`config.mk`:
```
export PLATFORM = sky130hd
export DESIGN_NAME = i2c_byte_master
export DESIGN_NICKNAME = d
export VERILOG_FILES = /design/src/rtl/i2c_byte_master.sv
export SDC_FILE = /design/constraint.sdc
export NUM_CORES = 1
export LEC_CHECK = 0
export ABC_CLOCK_PERIOD_IN_PS = 1690
export CAP_MARGIN = 30
export CORE_MARGIN = 2
export CORE_UTILIZATION = 49
export CTS_CLUSTER_DIAMETER = 200
export CTS_CLUSTER_SIZE = 8
export DETAILED_ROUTE_END_ITERATION = 16
export HOLD_SLACK_MARGIN = 0.1
export PLACE_DENSITY = 0.73
export SLEW_MARGIN = 30
export SYNTH_ARGS = -nofsm -noshare
export SYNTH_HDL_FRONTEND = slang
export SYNTH_SLANG_ARGS = --single-unit
```
`constraint.sdc`:
```
create_clock -name clk -period 1.69 [get_ports clk]
set_clock_uncertainty 0.05 [all_clocks]
set_input_delay 0.338 -clock clk [delete_from_list [all_inputs] [get_ports clk]]
set_output_delay 0.338 -clock clk [all_outputs]
set_load 0.05 [all_outputs]
```
`src/rtl/i2c_byte_master.sv`:
```
// rtl/i2c_byte_master.sv - byte-level I2C master turning START/STOP/WRITE/READ commands into open-drain SCL/SDA
//
// Optional feature macro: I2C_CLK_STRETCH_EN
//   Defined:   the phase counter holds in ph1/ph2 while the bus SCL reads low,
//              which lets a slave stretch the clock.
//   Undefined: scl_i is ignored and bus timing is strictly periodic.
//
// Ports:
//   clk, rst              system clock; asynchronous active-high reset
//   cmd_valid/cmd_ready   command handshake; cmd 0 START, 1 STOP, 2 WRITE, 3 READ_ACK, 4 READ_NAK
//   cmd_wdata             byte for WRITE, sent MSB first
//   rsp_valid             one-cycle response pulse, no backpressure
//   rsp_rdata/nak/err     response fields, held until the next response
//   bus_owned             START issued and no STOP yet
//   scl_i, sda_i          bus line readback
//   scl_o, sda_o          open-drain controls (0 pulls low, 1 releases)
module i2c_byte_master #(
  parameter int CLK_DIV        = 4,
  parameter int I2C_DATA_WIDTH = 8
) (
  input  logic                      clk,
  input  logic                      rst,
  input  logic                      cmd_valid,
  output logic                      cmd_ready,
  input  logic [2:0]                cmd,
  input  logic [I2C_DATA_WIDTH-1:0] cmd_wdata,
  output logic                      rsp_valid,
  output logic [I2C_DATA_WIDTH-1:0] rsp_rdata,
  output logic                      rsp_nak,
  output logic                      rsp_err,
  output logic                      bus_owned,
  input  logic                      scl_i,
  input  logic                      sda_i,
  output logic                      scl_o,
  output logic                      sda_o
);
  localparam int W  = I2C_DATA_WIDTH;
  localparam int CW = $clog2(CLK_DIV);
  localparam int BW = $clog2(I2C_DATA_WIDTH + 1);

  typedef enum logic [2:0] {S_IDLE, S_START, S_STOP, S_BIT, S_ERR} state_t;
  typedef enum logic [1:0] {OP_WR, OP_RACK, OP_RNAK} op_t;

  state_t         r_state;
  op_t            r_op;
  logic [1:0]     r_ph;
  logic [CW-1:0]  r_cnt;
  logic [BW-1:0]  r_bit;
  logic [W-1:0]   r_tx;
  logic [W-1:0]   r_sh;
  logic           r_ack;
  logic           r_fin;      // last phase done; response goes out on the next edge
  logic           r_ready;
  logic           r_rsp_valid;
  logic [W-1:0]   r_rsp_rdata;
  logic           r_rsp_nak;
  logic           r_rsp_err;
  logic           r_owned;
  logic           r_scl;
  logic           r_sda;

  logic w_last_cnt;
  logic w_last_bit;
  logic w_tx_bit;
  logic w_hold;

  assign w_last_cnt = (r_cnt == CW'(CLK_DIV - 1));
  assign w_last_bit = (r_bit == BW'(W));

`ifdef I2C_CLK_STRETCH_EN
  // Only hold once our own SCL release has had a cycle to reach the bus,
  // so an unstretched bit keeps its nominal length.
  assign w_hold = ((r_ph == 2'd1) || (r_ph == 2'd2)) && r_scl && !scl_i;
`else
  logic w_unused;
  assign w_hold   = 1'b0;
  assign w_unused = scl_i;
`endif

  // SDA value for the current bit: data MSB for WRITE, released for READ data;
  // the ACK slot is released for WRITE/READ_NAK and pulled low for READ_ACK.
  always_comb begin
    w_tx_bit = 1'b1;
    if (w_last_bit)
      w_tx_bit = (r_op != OP_RACK);
    else if (r_op == OP_WR)
      w_tx_bit = r_tx[W-1];
  end

  always_ff @(posedge clk or posedge rst) begin
    if (rst) begin
      r_state     <= S_IDLE;
      r_op        <= OP_WR;
      r_ph        <= '0;
      r_cnt       <= '0;
      r_bit       <= '0;
      r_tx        <= '0;
      r_sh        <= '0;
      r_ack       <= 1'b0;
      r_fin       <= 1'b0;
      r_ready     <= 1'b1;
      r_rsp_valid <= 1'b0;
      r_rsp_rdata <= '0;
      r_rsp_nak   <= 1'b0;
      r_rsp_err   <= 1'b0;
      r_owned     <= 1'b0;
      r_scl       <= 1'b1;
      r_sda       <= 1'b1;
    end else begin
      r_rsp_valid <= 1'b0;
      if (r_fin) begin
        r_fin       <= 1'b0;
        r_state     <= S_IDLE;
        r_ready     <= 1'b1;
        r_rsp_valid <= 1'b1;
        r_rsp_err   <= (r_state == S_ERR);
        r_rsp_nak   <= (r_state == S_BIT) && (r_op == OP_WR) && r_ack;
        r_rsp_rdata <= ((r_state == S_BIT) && (r_op != OP_WR)) ? r_sh : '0;
        if (r_state == S_START) r_owned <= 1'b1;
        if (r_state == S_STOP)  r_owned <= 1'b0;
        if (r_state == S_BIT) begin
          r_scl <= 1'b0;
          r_sda <= 1'b1;
        end
      end else begin
        case (r_state)
          S_IDLE: begin
            if (cmd_valid && r_ready) begin
              r_ready <= 1'b0;
              r_ph    <= '0;
              r_cnt   <= '0;
              r_bit   <= '0;
              r_tx    <= cmd_wdata;
              r_op    <= OP_WR;
              case (cmd)
                3'd0: r_state <= S_START;
                3'd1: r_state <= r_owned ? S_STOP : S_ERR;
                3'd2: r_state <= r_owned ? S_BIT : S_ERR;
                3'd3: begin
                  r_state <= r_owned ? S_BIT : S_ERR;
                  r_op    <= OP_RACK;
                end
                3'd4: begin
                  r_state <= r_owned ? S_BIT : S_ERR;
                  r_op    <= OP_RNAK;
                end
                default: r_state <= S_ERR;
              endcase
            end
          end
          S_ERR: r_fin <= 1'b1;
          default: begin
            case (r_state)
              S_START: begin
                r_scl <= (r_ph == 2'd1) || (r_ph == 2'd2);
                r_sda <= (r_ph == 2'd0) || (r_ph == 2'd1);
              end
              S_STOP: begin
                r_scl <= (r_ph != 2'd0);
                r_sda <= (r_ph == 2'd2) || (r_ph == 2'd3);
              end
              default: begin
                r_scl <= (r_ph == 2'd1) || (r_ph == 2'd2);
                r_sda <= w_tx_bit;
              end
            endcase
            if (!w_hold) begin
              if ((r_state == S_BIT) && (r_ph == 2'd2) && w_last_cnt) begin
                if (w_last_bit) r_ack <= sda_i;
                else            r_sh  <= {r_sh[W-2:0], sda_i};
              end
              if (w_last_cnt) begin
                r_cnt <= '0;
                r_ph  <= r_ph + 2'd1;
                if (r_ph == 2'd3) begin
                  if ((r_state != S_BIT) || w_last_bit) begin
                    r_fin <= 1'b1;
                  end else begin
                    r_bit <= r_bit + BW'(1);
                    r_tx  <= {r_tx[W-2:0], 1'b0};
                  end
                end
              end else begin
                r_cnt <= r_cnt + CW'(1);
              end
            end
          end
        endcase
      end
    end
  end

  assign cmd_ready = r_ready;
  assign rsp_valid = r_rsp_valid;
  assign rsp_rdata = r_rsp_rdata;
  assign rsp_nak   = r_rsp_nak;
  assign rsp_err   = r_rsp_err;
  assign bus_owned = r_owned;
  assign scl_o     = r_scl;
  assign sda_o     = r_sda;
endmodule

```
* After elaboration in Yosys (flattened, before gate mapping)
Index checks and enable logic that the tools add are counted.
** Cells by class
- Muxes and demuxes :: 44
- $add $sub $neg :: 3
- Bitwise gates (word level) :: 4
- Eq/ne operators :: 19
- Reductions and logical operators :: 32
** Operators by type and width (count)
- two-way mux 8 bit :: 5
- two-way mux 1 bit :: 19
- two-way mux 4 bit :: 4
- case mux 8 bit (2 select lines) :: 1
- two-way mux 3 bit :: 5
- nonzero test 2 bit :: 7
- equality test 3 x 2 -> 1 bit (second input constant) :: 4
- case mux 2 bit (2 select lines) :: 3
- AND reduction 4 bit :: 3
- case mux 3 bit (3 select lines) :: 1
- != test 2 x 1 -> 1 bit (second input constant) :: 4
- case mux 4 bit (2 select lines) :: 1
- equality test 2 bit (second input constant) :: 3
- equality test 3 x 1 -> 1 bit (second input constant) :: 2
- equality test 3 bit (second input constant) :: 2
- logical AND 1 bit :: 6
- logical NOT 3 bit :: 2
- two-way mux 2 bit :: 3
- AND reduction 2 bit :: 3
- AND reduction 3 bit :: 2
- AND reduction 6 bit :: 1
- adder 2 x 1 -> 2 bit (second input constant) :: 2
- adder 4 x 1 -> 4 bit (second input constant) :: 1
- equality test 4 bit (second input constant) :: 1
- 9 further kinds :: 17
** Storage, ports and cells
- Output and inout bits :: 15
- Word-level logic and storage cells :: 119
- Bits in registers :: 46
- Input bits :: 16

* Longest topological paths before layout
- Depth after elaboration :: 7
- Depth in mapped cells :: 7
- Gate-level depth less buffers :: 6

* Least setup slack after synthesis
No wires, ideal clock.
- Path kind :: register to register
- From :: register r_ready, in the netlist cmd_ready
- To :: register r_tx[1]
- Setup time :: 125 ps
- Arrival :: 1885 ps
- Cell stages (with the launch flop) :: 7
- Path buffers :: 2
- Data required time :: 1515 ps
- Setup slack :: -371 ps
- Period minus slack after synthesis :: 2061 ps
- Path through :: dfstp_2 nand3b_1 or3_1 buf_2 and2_4 buf_6 mux2_4
** Between the ends
- Longest elaborated chain between the ends :: 3
** RTL lines
- from (decl) :: RTL line 53 : logic r_ready;
- from (signal assigned) :: RTL line 101 : r_ready <= 1'b1;
- from (signal assigned) :: RTL line 114 : r_ready <= 1'b1;
- from (signal assigned) :: RTL line 129 : r_ready <= 1'b0;
- logical AND 1 bit :: RTL line 128 : if (cmd_valid && r_ready) begin
- != test 2 bit (no source line)
- AND reduction 6 bit (no source line)
- to (signal assigned) :: RTL line 133 : r_tx <= cmd_wdata;
- to (signal assigned) :: RTL line 180 : r_tx <= {r_tx[W-2:0], 1'b0};
- to (decl) :: RTL line 49 : logic [W-1:0] r_tx;
No other way between the ends.
A chain may end at the register's enable or synchronous reset.

* Worst setup path in the final report
- From :: register r_state[0]
- To :: register r_tx[5]
** Between the ends
- Longest elaborated chain between the ends :: 4
- Elaborated cells on any way between the ends :: 11
- Classes of those cells :: eq/ne: 4; mux: 1; bitwise: 1; reduce/logical: 5
** RTL lines
- from (decl) :: RTL line 44 : state_t r_state;
- from (signal assigned) :: RTL line 137 : 3'd1: r_state <= r_owned ? S_STOP : S_ERR;
- from (signal assigned) :: RTL line 138 : 3'd2: r_state <= r_owned ? S_BIT : S_ERR;
- from (signal assigned) :: RTL line 140 : r_state <= r_owned ? S_BIT : S_ERR;
- != test 3 x 2 -> 1 bit :: RTL line 176 : if ((r_state != S_BIT) || w_last_bit) begin
- logical OR 1 bit :: RTL line 176
- != test 2 x 1 -> 1 bit (no source line)
- AND reduction 6 bit (no source line)
Parallel ways exist; a longest one is shown, timed or not.

==> results.yml <==
route:
  ant_nets: 0
  wl_per_cell_um: 14.0
  drt-vias-per-instance: 5.46
  dr.pass1.iters: 4
  drt-total-wl_um: 4330
  drc: 0
  drtIter0Drc: 86
  via_count: 1687
place:
  gp_congestion: 0.879
  buffer_ports.inserted: 29
  hpwl_um: 3170
  placed_cells: 297
sta:
  finalSetupViolations: 13
  worst_pin_slew_ns: 0.352
  hold_ws_ns: 0.331
  fin_crit_ns: 1.70
  grt_setup_unrepaired: "yes"
  slew_violations: 0
  timing.setup.tns_ns: -0.0820
  period_share: 1.01
  fmax_mhz: 588
  max_slew_margin: 0.765
  worst_slack_ns: -0.0113
  finalHoldViolCount: 0
layout:
  finish.utilization: 0.682
  drive_gt1_frac: 0.354
  diodes: 0
  syn_to_final_growth_pct: 33.8
  fin_nets: 279
  instances_no_fill: 309
  nFillCells: 329
worst_setup_path:
  slowest_delay_ns: 0.42
  reg2regPathDepth: 4
  start_kind: "register"
  r2r_setup_slack_ns: -0.01
  critPathMaxFanout: 8
  cp.required_ns: 1.83
  slowest_stage: "dfrtp_1"
  r2r-end: "r_tx[5]"
  cp_cell_sequence: "or2_4, or3_4, and2_4, mux2_4"
  path_class: "register to register"
  end_kind: "register"
  reg2reg_from: "r_state[0]"
  crit_arrival_ns: 1.84
logic_synthesis:
  ys_seq_area_frac: 0.520
  synth-main-ff-cell: "dfrtp_1"
  syn_area_sq_um: 2220
  synth_cell_types: 39
  syn_area_per_cell_sq_um: 11.3
  synthTopCellsByCount: "43 x dfrtp_1, 17 x nor2_1, 16 x mux2_2, 12 x a21oi_1"
  ys_ff_latch: 46
  synth.top_cell.area_share: 0.485
  ys_warn_count: 0
  yosysMostFrequentCell: "dfrtp_1"
  postSynthCellCount: 197
  synth.largest_area_cell: "dfrtp_1"
  syn_nets: 220
  synth_edf_count: 0
  synthTopCellsByArea: "dfrtp_1 48%, mux2_2 8.1%, mux2_4 4.7%"
  synthArstFlopShare: 1.00
global_routing:
  grt_pass1_vias: 1664
  met1_usage: 0.254
  grt_usage: 0.187
  grt_pass1_wl_um: 7450
  use_met2: 0.290
  use_met3: 0.0408
  antenna_found_initial: 0
  grt_max_degree: 47
  busiest_layer: "met2"
  grt.overflow.total: 0
clocking:
  ctsHoldBuffers: 0
  path_clk_slew_ns: 0.08
  cts.sinks: 46
  clock_latency_ns: 0.30
  clockRootBuffer: "clkbuf_8"
  clockBufferDepth: 2
  cts_buffers: 5
  cts_tree: "yes"
  h-tree-depth: 2
pwr:
  p_leak_nw: 1.49
  fin_total_pwr_mw: 2.01
  power_density_nw_per_um2: 677
  ir_worst_vdd_mv: 0.502
die:
  die_w_um: 71.3
  core_area_sq_um: 4350
  fp.dieH_um: 71.3
  start_util: 0.510
  io_pins: 31
  num_rows: 24
  die_area_sq_um: 5090
run:
  maxCapViolCount: 0
min_path:
  hold_path_class: "input pin to async pin"
status:
  status: "complete, but fails checks"
  violations: "setup timing"
==> cells by family after synthesis <==
group,count (synthesis),synth area share
buf+inv,16,0.0327
simple gates,59,0.136
fa+ha+maj,7,0.0394
compound gates,44,0.135
mux,24,0.133
xor+xnor,1,0.00394
flops,46,0.520
==> report_power, final <==
| part | internal [mW] | switching, mW |
|---|---|---|
| Combinational | 0.0453 | 0.0356 |
| Clock | 0.482 | 0.348 |
| Sequential | 1.10 | 0.000546 |
| Total | 1.63 | 0.384 |
==> final cells by class <==
| cell class | instances | area, sq um | area share |
|---|---|---|---|
| Sequential cell | 46 | 1150 | 0.389 |
| Clock buffer | 7 | 86.3 | 0.0291 |
| Timing Repair Buffer | 61 | 581 | 0.195 |
| Clock inverter | 1 | 30.0 | 0.0101 |
| Tap cell | 52 | 65.1 | 0.0219 |
| Multi-Input combinational cell | 135 | 1030 | 0.346 |
| Inverter | 7 | 26.3 | 0.00884 |
==> state kept, by name (all words and copies together) (netlist names), 2 cells and up <==
| name | count |
|---|---|
| r_tx | 8 |
| r_op | 2 |
| r_sh | 8 |
| r_ph | 2 |
| r_state | 3 |
| rsp_rdata | 8 |
| r_cnt | 2 |
| r_bit | 4 |
==> layer usage <==
metal  part of all wire  routed length [um]
met5                  0                   0
met4              0.018                  79
met3              0.026                 113
met2               0.49                2100
met1               0.47                2030
==> timing repair <==
action | 4_1_cts | 5_1_grt
cloned | 0 | 0
endpoints found under the setup margin | 23 | 24
gates resized for setup | 5 | 4
setup buffers | 3 | 2
pin swaps | 2 | 1
==> critical path, delay by kind of cell (launching register included) <==
kind / cells / cell delay, ns
AND/OR/NAND/NOR: 3 / 0.83
multiplexers: 1 / 0.30
flip-flops: 1 / 0.42
==> through the flow <==
stage	instance area (sq um)	setup WS [ns]
6_report	2970	-0.0113
5_1_grt	2970	-0.0815
4_1_cts	2950	-0.0146
3_5_place_dp	2790	-0.243
3_3_place_gp	2790	-0.221
2_1_floorplan	2230	-0.339
==> worst max path at each step <==
stage,start,slack [ns],end
2_1_floorplan,cmd_ready,-0.34,r_tx[1]
3_3_place_gp,cmd_valid,-0.22,r_tx[4]
3_5_place_dp,cmd_valid,-0.24,r_tx[3]
4_1_cts,r_state[0],-0.01,r_tx[3]
5_1_grt,r_state[1],-0.08,r_sh[7]
6_report,r_state[0],-0.01,r_tx[5]
==> layout by cell type (no fill, tap or decap), types with 2 or more instances in the layout <==
cell,n
dfrtp_1,43
buf_4,40
nor2_1,17
mux2_2,16
clkdlybuf4s50_1,14
a21oi_1,11
nand2_1,10
a22o_1,10
mux2_4,7
o21ai_0,7
ha_1,7
buf_12,7
inv_1,6
clkbuf_8,6
nand3_1,5
nor3_1,4
nand3b_1,3
nand2b_1,3
nor2b_1,3
a21o_1,3
dfstp_2,3
nand4_1,2
and2_4,2
o21bai_1,2
a31oi_1,2
o2bb2ai_1,2
or3_1,2
(Power assumes the default switching activity.)
